<file path="src/rtl/ps2_pkg.sv">
// Shared definitions for the PS/2 device-to-host receiver:
// FSM state encoding, frame geometry and the odd-parity check.
package ps2_pkg;

    localparam int PS2_DATA_BITS = 8;

    typedef enum logic [1:0] {
        IDLE,
        DATA,
        PARITY,
        STOP
    } ps2_state_t;

    // True when data byte plus parity bit hold an odd number of ones.
    function automatic logic odd_parity_ok(input logic [PS2_DATA_BITS-1:0] b,
                                           input logic                     p);
        return ^{b, p};
    endfunction

endpackage

</file>
<file path="src/rtl/ps2_sync_edge.sv">
// Two-flop synchroniser for the raw PS/2 pins, falling-edge detector on the
// clock pin and the data bit captured alongside each edge.
// Optional clock-pin glitch filter enabled by defining PS2_GLITCH_FILTER_EN.
module ps2_sync_edge #(
    parameter int FILTER_LEN = 4
) (
    input  logic clk,
    input  logic rst,
    input  logic ps2_clk,
    input  logic ps2_data,
    output logic fall,
    output logic data_bit
);

    logic [1:0] clk_sync;
    logic [1:0] data_sync;
    logic       clk_lvl;
    logic       clk_prev;

    if (FILTER_LEN < 1) begin : g_bad_filter_len
        $error("FILTER_LEN must be at least 1");
    end

    // Synchronise both pins; preset high so reset release never looks like an edge.
    always_ff @(posedge clk) begin
        if (rst) begin
            clk_sync  <= '1;
            data_sync <= '1;
        end else begin
            clk_sync  <= {clk_sync[0], ps2_clk};
            data_sync <= {data_sync[0], ps2_data};
        end
    end

`ifdef PS2_GLITCH_FILTER_EN
    localparam int CW = $clog2(FILTER_LEN + 1);

    logic [CW-1:0] filt_cnt;
    logic          filt_q;

    // Follow the synced clock only after FILTER_LEN consecutive differing samples.
    always_ff @(posedge clk) begin
        if (rst) begin
            filt_q   <= 1'b1;
            filt_cnt <= '0;
        end else if (clk_sync[1] == filt_q) begin
            filt_cnt <= '0;
        end else if (filt_cnt == CW'(FILTER_LEN - 1)) begin
            filt_q   <= clk_sync[1];
            filt_cnt <= '0;
        end else begin
            filt_cnt <= filt_cnt + CW'(1);
        end
    end

    assign clk_lvl = filt_q;
`else
    assign clk_lvl = clk_sync[1];
`endif

    // Register the falling-edge strobe together with the data bit of that edge.
    always_ff @(posedge clk) begin
        if (rst) begin
            clk_prev <= 1'b1;
            fall     <= 1'b0;
            data_bit <= 1'b1;
        end else begin
            clk_prev <= clk_lvl;
            fall     <= clk_prev & ~clk_lvl;
            data_bit <= data_sync[1];
        end
    end

endmodule

</file>
<file path="src/rtl/ps2_mouse_rx.sv">
// PS/2 device-to-host receiver: deserialises 11-bit frames (start, 8 data
// LSB first, odd parity, stop) and strobes each good byte to mouseDecoder.
// Bad frames raise parityErr or frameErr; a watchdog aborts stalled frames.
// Optional clock glitch filter: define PS2_GLITCH_FILTER_EN.
module ps2_mouse_rx
    import ps2_pkg::*;
#(
    parameter int TIMEOUT_CYCLES = 100000,
    parameter int FILTER_LEN     = 4
) (
    input  logic       clk,
    input  logic       rst,
    input  logic       ps2_clk,
    input  logic       ps2_data,
    output logic [7:0] mouseData,
    output logic       mouseReady,
    output logic       parityErr,
    output logic       frameErr
);

    localparam int TW = $clog2(TIMEOUT_CYCLES + 1);

    logic fall;
    logic data_bit;

    ps2_state_t               state, state_n;
    logic [2:0]               bitcnt, bitcnt_n;
    logic [PS2_DATA_BITS-1:0] shreg, shreg_n;
    logic                     par, par_n;
    logic [TW-1:0]            timer, timer_n;
    logic [7:0]               data_n;
    logic                     ready_n, perr_n, ferr_n;

    ps2_sync_edge #(
        .FILTER_LEN(FILTER_LEN)
    ) u_sync (
        .clk     (clk),
        .rst     (rst),
        .ps2_clk (ps2_clk),
        .ps2_data(ps2_data),
        .fall    (fall),
        .data_bit(data_bit)
    );

    // Frame state, watchdog and registered outputs.
    always_ff @(posedge clk) begin
        if (rst) begin
            state      <= IDLE;
            bitcnt     <= '0;
            shreg      <= '0;
            par        <= 1'b0;
            timer      <= '0;
            mouseData  <= '0;
            mouseReady <= 1'b0;
            parityErr  <= 1'b0;
            frameErr   <= 1'b0;
        end else begin
            state      <= state_n;
            bitcnt     <= bitcnt_n;
            shreg      <= shreg_n;
            par        <= par_n;
            timer      <= timer_n;
            mouseData  <= data_n;
            mouseReady <= ready_n;
            parityErr  <= perr_n;
            frameErr   <= ferr_n;
        end
    end

    // Next-state: advance on falling edges, evaluate the frame at STOP, abort on timeout.
    always_comb begin
        state_n  = state;
        bitcnt_n = bitcnt;
        shreg_n  = shreg;
        par_n    = par;
        timer_n  = (state == IDLE) ? '0 : timer + TW'(1);
        data_n   = mouseData;
        ready_n  = 1'b0;
        perr_n   = 1'b0;
        ferr_n   = 1'b0;

        if (fall) begin
            timer_n = '0;
            unique case (state)
                IDLE: begin
                    if (!data_bit) begin
                        state_n  = DATA;
                        bitcnt_n = '0;
                    end
                end
                DATA: begin
                    shreg_n  = {data_bit, shreg[PS2_DATA_BITS-1:1]};
                    bitcnt_n = bitcnt + 3'd1;
                    if (bitcnt == 3'(PS2_DATA_BITS - 1))
                        state_n = PARITY;
                end
                PARITY: begin
                    par_n   = data_bit;
                    state_n = STOP;
                end
                STOP: begin
                    state_n = IDLE;
                    if (!data_bit) begin
                        ferr_n = 1'b1;
                    end else if (odd_parity_ok(shreg, par)) begin
                        data_n  = shreg;
                        ready_n = 1'b1;
                    end else begin
                        perr_n = 1'b1;
                    end
                end
                default: state_n = IDLE;
            endcase
        end else if (state != IDLE && timer == TW'(TIMEOUT_CYCLES - 1)) begin
            state_n = IDLE;
            timer_n = '0;
            ferr_n  = 1'b1;
        end
    end

endmodule

</file>
<file path="config.mk">
export PLATFORM = sky130hd
export DESIGN_NAME = ps2_mouse_rx
export DESIGN_NICKNAME = d
export VERILOG_FILES = /design/src/rtl/ps2_pkg.sv /design/src/rtl/ps2_sync_edge.sv /design/src/rtl/ps2_mouse_rx.sv
export SDC_FILE = /design/constraint.sdc
export NUM_CORES = 1
export LEC_CHECK = 0
export BUFFER_PORTS_ARGS = -buffer_cell sky130_fd_sc_hd__buf_2
export CORE_ASPECT_RATIO = 1.5
export CORE_UTILIZATION = 45
export CTS_CLUSTER_DIAMETER = 80
export DETAILED_ROUTE_END_ITERATION = 10
export MAX_ROUTING_LAYER = met4
export PLACE_DENSITY = 0.7
export SYNTH_ARGS = -nofsm -noshare
export SYNTH_HDL_FRONTEND = slang
export SYNTH_SLANG_ARGS = --single-unit
</file>
<file path="constraint.sdc">
create_clock -name clk -period 2.4 [get_ports clk]
set_input_delay 0.24 -clock clk [delete_from_list [all_inputs] [get_ports clk]]
set_output_delay 0.24 -clock clk [all_outputs]
set_load 0.01 [all_outputs]
</file>
Word level (Yosys, flattened, before mapping)
Index checks and enable logic that the tools add are counted.
{ "classes": {"addsub": 2, "n_eq_ne": 8, "muxes": 13, "n_bitwise": 5, "reduce_logical": 13} }
{ "ops": {"columns": ["cell", "n"], "rows": [
  ["$add 17x1->17 const B", 1],
  ["$eq 17x17->1 const B", 1],
  ["$reduce_xor 9->1", 1],
  ["$mux 2", 4],
  ["$pmux 2 s4", 1],
  ["$reduce_or 4->1", 2],
  ["$mux 1", 6],
  ["$ne 3x3->1 const B", 2],
  ["$pmux 3 s2", 1],
  ["$reduce_and 3->1", 2],
  ["$reduce_bool 2->1", 3],
  ["$eq 2x2->1 const B", 2],
  ["$not 1->1", 4],
  ["$reduce_and 2->1", 2],
  ["$reduce_and 4->1", 1],
  ["$add 3x1->3 const B", 1],
  ["$eq 3x3->1 const B", 1],
  ["$mux 3", 1],
  ["$eq 2x1->1 const B", 1],
  ["$logic_not 2->1", 1],
  ["$ne 2x2->1 const B", 1],
  ["$and 1x1->1", 1],
  ["$logic_and 1x1->1", 1]
]} }
{ "word_totals": {"regBits": 49, "inputBits": 4, "output_inout_bits": 11, "wordCells": 55} }

Logic depth before layout (Yosys ltp)
Gate-level depths: netlist of run 1.
{ "depth": {"ltp_word": 4, "depth_mapped": 7, "depth_no_buf": 6} }

Hierarchy
A second synthesis of run 1 with hierarchy kept.
{ "hier_totals": {"hier_cells": 223, "hier_area_um2": 2077.0} }
{ "modules_own_cells": {"columns": ["module", "n_inst", "cells_each", "area_per_inst_um2", "seq_area_each_um2"], "rows": [
  ["ps2_mouse_rx", 1, 209, 1891.8, 840.8],
  ["ps2_sync_edge", 1, 14, 185.2, 140.1]
]} }

Worst setup path after synthesis of run 1
Ideal clock, no wire load.
{ "synth_timing": {"kind": "register -> register", "startpoint": "register timer[5]", "endpoint": "register timer[5]", "setup_time_ns": 0.115, "arrival_ns": 1.594, "required_ns": 2.285, "setup_slack_ns": 0.691, "path_stages_with_launch": 7, "n_path_buf": 2, "synth_period_minus_slack_ns": 1.709, "path_cell_list": "dfxtp_1 > buf_6 > nor4b_2 > or4b_1 > o21ai_4 > buf_6 > nor2_1"} }
{ "synth_between": {"elab_chain_cells": 3, "elab_cells_between_ends": 4, "classes_between": "1 x add/sub; 1 x eq/ne; 2 x reduce/logical"} }
{ "synth_rtl": {"columns": ["element", "line_no", "text"], "rows": [
  ["start: declaration", "ps2_mouse_rx.sv:30", "logic [TW-1:0] timer, timer_n;"],
  ["start signal: assignment", "ps2_mouse_rx.sv:62", "timer <= timer_n;"],
  ["parallel branches: the longest is 3 deep, another holds $add 17x1->17", null, null]
]} }
Several ways; the timed one is not identified.
A chain may end at the register's enable or synchronous reset.

Worst setup path in the final report of run 1
{ "layout_timing": {"startpoint": "register state[0]", "endpoint": "register timer[9]"} }
{ "layout_between": {"elab_chain_cells": 3, "elab_cells_between_ends": 4, "classes_between": "4 x reduce/logical"} }
{ "layout_rtl": {"columns": ["element", "line_no", "text"], "rows": [
  ["start: declaration", "ps2_mouse_rx.sv:26", "ps2_state_t state, state_n;"],
  ["start signal: assignment", "ps2_mouse_rx.sv:58", "state <= state_n;"],
  ["$reduce_bool 2->1", "ps2_mouse_rx.sv:114", "end else if (state != IDLE && timer == TW'(TIMEOUT_CYCLES - 1)) begin"],
  ["$logic_and 1x1->1", "ps2_mouse_rx.sv:114", null],
  ["$reduce_or 4->1 (no source line) *", null, null]
]} }
Every way passes the cells marked *; elsewhere a longest branch is shown, timed or not.

==> results of run 1 <==
[final cells by class]
cell class,count,area [sq um],area share [%]
multi-input combinational,165,1100,46.2
sequential,49,981,41.2
clock buffer,7,86.3,3.62
tap,64,80.1,3.36
timing repair buffer,15,77.6,3.25
clock inverter,1,30.0,1.26
inverter,7,26.3,1.10
[cell families after synthesis]
family	share of synthesized area, %
AOI/OAI and AO/OA	8.51
DFF	45.1
xor gates and xnor gates	8.10
and+or+nand+nor	24.6
adders and majority gates	4.60
buffers and inverters	4.31
muxes	4.83
[registers in the layout, summed over array words and instances (netlist names), 2 cells and up]
| signal | cells |
|---|---|
| timer | 17 |
| mouseData | 8 |
| shreg | 8 |
| bitcnt | 3 |
| state | 2 |
| u_sync.clk_sync | 2 |
| u_sync.data_sync | 2 |
[path summary, 6_finish.rpt]
check / from / to / slack [ns] / cells after the start
hold / removal: ps2_clk / u_sync.clk_sync[0] / 0.12 / 2
setup / recovery: state[0] / timer[9] / 0.50 / 6
hold reg to reg: u_sync.data_sync[0] / u_sync.data_sync[1] / 0.41 / 1
setup reg to reg: state[0] / timer[9] / 0.50 / 6
[power by group through the flow]
stage	clock network (mW)	logic, mW	registers (mW)
final	0.603	0.0190	0.820
after global routing	0.660	0.0216	0.822
after CTS	0.625	0.0193	0.820
after detailed placement	0	0.0195	0.839
after global placement	0	0.0191	0.839
after floorplan	0	0.0166	0.837
[per-layer routing]
metal  GRT usage [%]  vias to the layer above  wire [um]
li1                -                      813          -
met1            18.1                      714       1570
met2            30.8                       25       1870
met3            4.01                       13        109
met4            10.4                        0        140
met5               -                        -          0
[critical path, delay by kind of cell, from the launching register on]
kind                     cells  cell delay [ns]
AO/OA/AOI/OAI                1             0.45
flip-flops                   1             0.38
adder cells (fa/ha/maj)      1             0.26
AND/OR/NAND/NOR              3             0.60
buffers and inverters        1             0.10
[synth_stat cells (all sizes together) (2+ instances only)]
cell    count  area share (%)
dfxtp      49              45
nor2b       2            0.57
or3         5             1.4
mux2i       9             4.1
xnor2       6             2.4
a21oi      15             3.4
a22oi       2            0.69
nor4b       2             1.1
nor2       21             3.6
nand3      15             3.4
o211ai      2            0.69
ha          8             4.6
o21ai       6             1.9
xor2        9             3.6
and4        2            0.80
buf         3             1.6
nor3        3            0.69
o31ai       2            0.69
xnor3       2             2.1
nand2b     15             4.3
clkbuf      9             1.6
nand4       5             1.4
inv         7             1.2
nand2      17             2.9
and3        2            0.57
or2         6             1.7
==> impl_metrics.tcl, run 1 <==
set metrics [dict create \
    hold_violations 0 \
    status "finished, final reports clean" \
    layout_common_cells "dfxtp_1 (49), nor2_1 (21), nand2_1 (17)" \
    avgSynthCellArea_sq_um 9.34 \
    synth_edf_count 0 \
    diodes 0 \
    fmax_mhz 525 \
    worstPathCellList "inv_1 > ha_1 > nor4b_1 > nand3_1 > o21ai_4 > nor2_1" \
    hold_buffers 0 \
    p_per_area_nw_per_um2 605 \
    synth_cells 233 \
    fin_area_sq_um 2380 \
    finalSetupViolations 0 \
    final_common_cell "dfxtp_1" \
    comb_power_share_pct 1.3 \
    cts.sinks 49 \
    relSlewSlack_pct 61.5 \
    place_inst 300 \
    hold_path_class "input port to flip-flop" \
    post_cts_buffers 0 \
    synth_flop_cell "dfxtp_1" \
    ir_drop_mv 0.305 \
    min_period_over_period_pct 79.3 \
    power_leakage_nw 0.822 \
    die_y_um 87.2 \
    seqPwrFrac_pct 56.9 \
    rsz0062_at_grt "no" \
    cp-end-kind "flip-flop" \
    initial_utilization_pct 47.5 \
    path_max_fanout 17 \
    drt_iter0_markers 46 \
    final.setup.worst_slack_ns 0.497 \
    sw_frac_of_total_pct 19.2 \
    vias 1565 \
    insertion_delay_ns 0.30 \
    first_global_vias 1570 \
    fillCellCount 458 \
    crit_required_ns 2.58 \
    antenna_found_initial 0 \
    synth_area_sq_um 2180 \
    cts_tree "done" \
    synth_cell_types 37 \
    hold_ws_ns 0.116 \
    tns_ns 0 \
    cpMaxStageDelayCell "o21ai_4" \
    overflow 0 \
    viasPerCell 5.08 \
    synthArstFlopShare_pct 0 \
    routed_wl_um 3700 \
    nNetsFinal 255 \
    core_area_sq_um 4580 \
    numCtsBuffers 5 \
    finalPower_mw 1.44 \
    p_int_mw 1.16 \
    arrival_ns 2.08 \
    die_w_um 58.8 \
    htree_num_levels 2 \
    drive_above_1_share_pct 12.7 \
    crit_type "flip-flop to flip-flop" \
    first_pass_iters 4 \
    gp_congestion 0.799 \
    wl_per_cell_um 12.0 \
    ys_seq_area_share_pct 45.1 \
    syn_nets 245 \
    area_growth_syn_to_layout_pct 9.48 \
    drc 0 \
    clkTransAtPathRegs_ns 0.09 \
    placed_area_sq_um 2270 \
    ctsResizeCount 0 \
    postRouteAntennaNets 0 \
    cts_buffer_depth 2 \
    final_cells 308 \
    fin_util_pct 52.0 \
    p_sw_mw 0.277 \
    yosys_warnings 0 \
    ioPinCount 15 \
    clkPwrFrac_pct 41.8 \
    post-route-min-period_ns 1.90 \
    grt_usage_pct 17.9 \
    tightest_slew_ns 0.578 \
    synth_seq_cells 49 \
    dp_hpwl_um 2630 \
    dieArea_sq_um 5130 \
    setup.worst_path.start_class "flip-flop" \
    drv_slew 0 \
    grt_pass1_wl_um 6760 \
    grt_max_degree 41 \
    placementRows 30 \
    cts_root_buffer "clkbuf_8" \
    max_cap_violations 0 \
    port_buffers 14 \
    place_ws_ns 0.480 \
    cp_slowest_stage_delay_ns 0.45 \
    fin_skew_ns 0.00417 \
]
No activity file was read; power rests on OpenSTA's default activity.
==> run 2: changes to the inputs <==
Settings changed: PLACE_DENSITY 0.7 to 0.73.
Clock period 2.4 ns to 1.6 ns, I/O delays scaled along.
==> run 2 against run 1 <==
The flow now finishes with violations (setup timing); sequential power up 50%; die area unchanged; clock skew about the same; clock-buffer cell count unchanged; via count up 11%; worst hold slack worse by 0.077 ns; total power up 50%; sequential cell count unchanged; core utilization up 6.6 points; cell area up 13%; global-route usage up 1.7 points; critical endpoint is now timer[16]; largest cell class unchanged.
==> impl_metrics.tcl, run 2 (synthesis results as in run 1) <==
set metrics [dict create \
    final_common_cell "dfxtp_1" \
    antenna_found_initial 0 \
    drive_above_1_share_pct 28.3 \
    status "complete, but fails checks" \
    drt_iter0_markers 62 \
    cts_tree "done" \
    hold_path_class "input port to flip-flop" \
    arrival_ns 1.84 \
    drc 0 \
    min_period_over_period_pct 103 \
    placementRows 30 \
    ir_drop_mv 0.669 \
    dp_hpwl_um 2960 \
    wl_per_cell_um 12.7 \
    post-route-min-period_ns 1.65 \
    diodes 0 \
    overflow 0 \
    die_y_um 87.2 \
    postRouteAntennaNets 0 \
    grt_pass1_wl_um 7410 \
    vias 1737 \
    htree_num_levels 2 \
    final_cells 336 \
    grt_max_degree 27 \
    largest-register "timer" \
    violations "setup timing" \
    fmax_mhz 606 \
    first_pass_iters 4 \
    ioPinCount 15 \
    relSlewSlack_pct 77.4 \
    power_leakage_nw 0.983 \
    largest_reg_flops 17 \
    final.setup.worst_slack_ns -0.0502 \
    grt_usage_pct 19.6 \
    rsz0062_at_grt "yes" \
    place_ws_ns -0.0759 \
    crit_type "flip-flop to flip-flop" \
    fin_area_sq_um 2690 \
    placed_area_sq_um 2500 \
    path_max_fanout 17 \
    tightest_slew_ns 0.336 \
    finalPower_mw 2.16 \
    cp-end-kind "flip-flop" \
    clkTransAtPathRegs_ns 0.08 \
    gp_congestion 0.846 \
    viasPerCell 5.17 \
    hold_violations 0 \
    finalSetupViolations 27 \
    crit_required_ns 1.79 \
    insertion_delay_ns 0.30 \
    core_area_sq_um 4580 \
    setup.worst_path.start_class "flip-flop" \
    p_per_area_nw_per_um2 806 \
    cts_root_buffer "clkbuf_8" \
    first_global_vias 1767 \
    die_w_um 58.8 \
    max_cap_violations 0 \
    port_buffers 14 \
    place_inst 327 \
    fin_skew_ns 0.00461 \
    largest_registers "timer x17, mouseData x8, shreg x8" \
    routed_wl_um 4260 \
    nNetsFinal 283 \
    numCtsBuffers 5 \
    layout_common_cells "dfxtp_1 (41), buf_4 (26), nor2_1 (21)" \
    cts.sinks 49 \
    drv_slew 0 \
    dieArea_sq_um 5130 \
    hold_buffers 0 \
    cts_buffer_depth 2 \
    hold_ws_ns 0.0396 \
    initial_utilization_pct 47.5 \
    area_growth_syn_to_layout_pct 23.4 \
]
[run 2: cell count changes in the layout (fill, tap and decap cells not counted), moves of 2 or more]
cell | before | now
xnor2_1 | 6 | 4
o21ai_0 | 5 | 3
xnor2_2 | 0 | 2
dfxtp_2 | 0 | 8
o21ai_1 | 0 | 2
dfxtp_1 | 49 | 41
buf_4 | 1 | 26
[run 2: repair_timing]
| action | in CTS | in global routing |
|---|---|---|
| cloned | 1 | 0 |
| buffers inserted | 1 | 0 |
| resized for setup | 8 | 11 |
| setup endpoints to repair | 29 | 33 |
| hold endpoints to repair | 0 | 0 |
| pin swaps | 2 | 3 |
[run 2: final timing paths]
kind | slack, ns | from | cells after the start | endpoint
max | -0.05 | timer[13] | 5 | timer[16]
min | 0.04 | ps2_clk | 2 | u_sync.clk_sync[0]
max reg2reg | -0.05 | timer[13] | 5 | timer[16]
min reg2reg | 0.41 | u_sync.data_sync[0] | 1 | u_sync.data_sync[1]
[run 2: layout make-up]
cell class                 count  area (sq um)
sequential                    49           991
clock buffer                   7          86.3
tap                           64          80.1
multi-input combinational    166          1180
fill                         435          1890
inverter                       7          26.3
timing repair buffer          42           297
clock inverter                 1          30.0
[run 2: power breakdown]
group	total [mW]	switching (mW)	internal, mW
Sequential	1.23	0.00280	1.22
Combinational	0.0364	0.0205	0.0159
Clock	0.901	0.391	0.510
[run 2: per-layer routing]
metal	track usage, %	share of wire, %	routed length [um]	vias up
met5	-	0	0	-
met4	9.52	2.2	95	0
met3	3.27	1.9	83	7
met2	36.6	55	2360	25
met1	18.8	40	1720	831
li1	-	-	-	874
[run 2: per-stage QoR]
step                      util, %  setup TNS [ns]
after floorplan                 -          -0.560
after global placement       54.6          -0.754
final                        58.7          -0.889
after CTS                    57.8           -1.08
after detailed placement     54.6           -1.44
after global routing         58.7           -2.14
[run 2: worst max-delay path: stages (launching register included)]
cell     delay, ns
dfxtp_2       0.36
nor4b_4       0.27
or4b_4        0.52
o21ai_4       0.18
buf_12        0.16
a21oi_1       0.05
==> run 3: changes to the inputs <==
Settings changed: GPL_ROUTABILITY_DRIVEN from default to 0, REMOVE_ABC_BUFFERS from default to 1.
==> run 3 against run 2 <==
The run still ends with setup timing left; maximum frequency increased by 2.8%; global-route usage up 0.15 points; cell count up 1.5%; combinational power about the same; worst setup slack better by 0.044 ns; highest routed layer unchanged; largest cell class unchanged; worst hold slack lost 0.0067 ns; non-clock buffer count rose by 5; cell area up 1.5%.
==> impl_metrics.tcl, run 3 (synthesis results as in run 1) <==
set metrics [dict create \
    status "complete, but fails checks" \
    violations "setup timing" \
    drive_above_1_share_pct 30.3 \
    first_global_vias 1709 \
    p_per_area_nw_per_um2 802 \
    die_w_um 58.8 \
    htree_num_levels 2 \
    placementRows 30 \
    core_area_sq_um 4580 \
    dieArea_sq_um 5130 \
    numCtsBuffers 5 \
    crit_required_ns 1.80 \
    power_leakage_nw 1.01 \
    grt_usage_pct 19.7 \
    fin_skew_ns 0.00668 \
    rr_startpoint "timer[6]" \
    tightest_slew_ns 0.324 \
    hold_path_class "input port to flip-flop" \
    final.setup.worst_slack_ns -0.00596 \
    wl_per_cell_um 12.6 \
    grt_pass1_wl_um 7470 \
    largest_reg_flops 17 \
    cpMaxStageDelayCell "or4b_4" \
    postRouteAntennaNets 0 \
    dp_hpwl_um 2940 \
    drc 0 \
    hold_violations 0 \
    ir_drop_mv 0.985 \
    clkTransAtPathRegs_ns 0.09 \
    overflow 0 \
    post-route-min-period_ns 1.61 \
    final_cells 341 \
    arrival_ns 1.81 \
    finalSetupViolations 7 \
    placed_area_sq_um 2500 \
    worstPathCellList "nor4b_4 > or4b_4 > o21ai_4 > buf_12 > nor2_1" \
    finalPower_mw 2.19 \
    relSlewSlack_pct 78.2 \
    largest_registers "timer x17, mouseData x8, shreg x8" \
    setup.worst_path.start_class "flip-flop" \
    grt_max_degree 30 \
    cts.sinks 49 \
    fmax_mhz 623 \
    holdCritStartpoint "ps2_clk" \
    place_ws_ns -0.0468 \
    area_growth_syn_to_layout_pct 25.2 \
    ioPinCount 15 \
    cp_slowest_stage_delay_ns 0.51 \
    insertion_delay_ns 0.30 \
    cp-startpoint "timer[6]" \
    crit_type "flip-flop to flip-flop" \
    diodes 0 \
    layout_common_cells "dfxtp_1 (40), buf_4 (32), nor2_1 (20)" \
    cts_tree "done" \
    vias 1740 \
    antenna_found_initial 0 \
    viasPerCell 5.10 \
    rsz0062_at_grt "yes" \
    cts_root_buffer "clkbuf_8" \
    drt_iter0_markers 83 \
    die_y_um 87.2 \
    path_max_fanout 17 \
    fin_util_pct 59.5 \
    place_inst 330 \
    nNetsFinal 288 \
    routed_wl_um 4290 \
    cp-end-kind "flip-flop" \
    max_cap_violations 0 \
    first_pass_iters 4 \
    fin_area_sq_um 2730 \
    final_common_cell "dfxtp_1" \
    min_period_over_period_pct 100 \
    largest-register "timer" \
    drv_slew 0 \
    cts_buffer_depth 2 \
    initial_utilization_pct 47.5 \
    port_buffers 14 \
]
## run 3: area by class of cell
class	count	area [sq um]
Fill cell	427	1850
Clock buffer	6	82.6
Timing Repair Buffer	47	330
Inverter	7	26.3
Clock inverter	2	37.5
Sequential cell	49	995
Tap cell	64	80.1
Multi-Input combinational cell	166	1170
## run 3: routing by layer
metal	GRT usage, %	part of all wire [%]	up-vias
li1	-	-	882
met1	19.4	39	822
met2	36.0	56	28
met3	4.46	2.9	8
met4	8.66	2.1	0
met5	-	0	-
## run 3: worst paths after layout
| kind | depth (start not counted) | to | slack [ns] |
|---|---|---|---|
| setup / recovery | 5 | timer[9] | -0.006 |
| hold / removal | 2 | u_sync.clk_sync[0] | 0.03 |
| setup reg to reg | 5 | timer[9] | -0.006 |
| hold reg to reg | 1 | u_sync.data_sync[1] | 0.41 |
## run 3: worst max-delay path: cells and delay by family, from the launching register on
kind / cells / cell delay, ns
AOI/OAI and AO/OA: 1 / 0.16
buffers and inverters: 1 / 0.16
DFF: 1 / 0.34
and+or+nand+nor: 3 / 0.84
## run 3: what timing repair did
action	CTS	global route
endpoints found under the setup margin	28	33
pin swaps	2	4
gates resized for setup	10	17
buffers inserted	1	1
hold buffers	0	0
cloned	1	0
## run 3: metrics by stage
| stage | hold slack [ns] | setup TNS, ns |
|---|---|---|
| after CTS | 0.0259 | -0.0906 |
| after floorplan | 0.229 | -0.861 |
| after global placement | 0.344 | -0.192 |
| after global routing | 0.0241 | -1.27 |
| after detailed placement | 0.347 | -0.707 |
| final | 0.0329 | -0.0128 |
## run 3: power breakdown
group	switching [mW]	internal (mW)	leakage (nW)	total (mW)
clock	0.415	0.508	0.0574	0.923
combinational	0.0197	0.0167	0.551	0.0364
sequential	0.00338	1.22	0.401	1.23
total	0.438	1.75	1.01	2.19
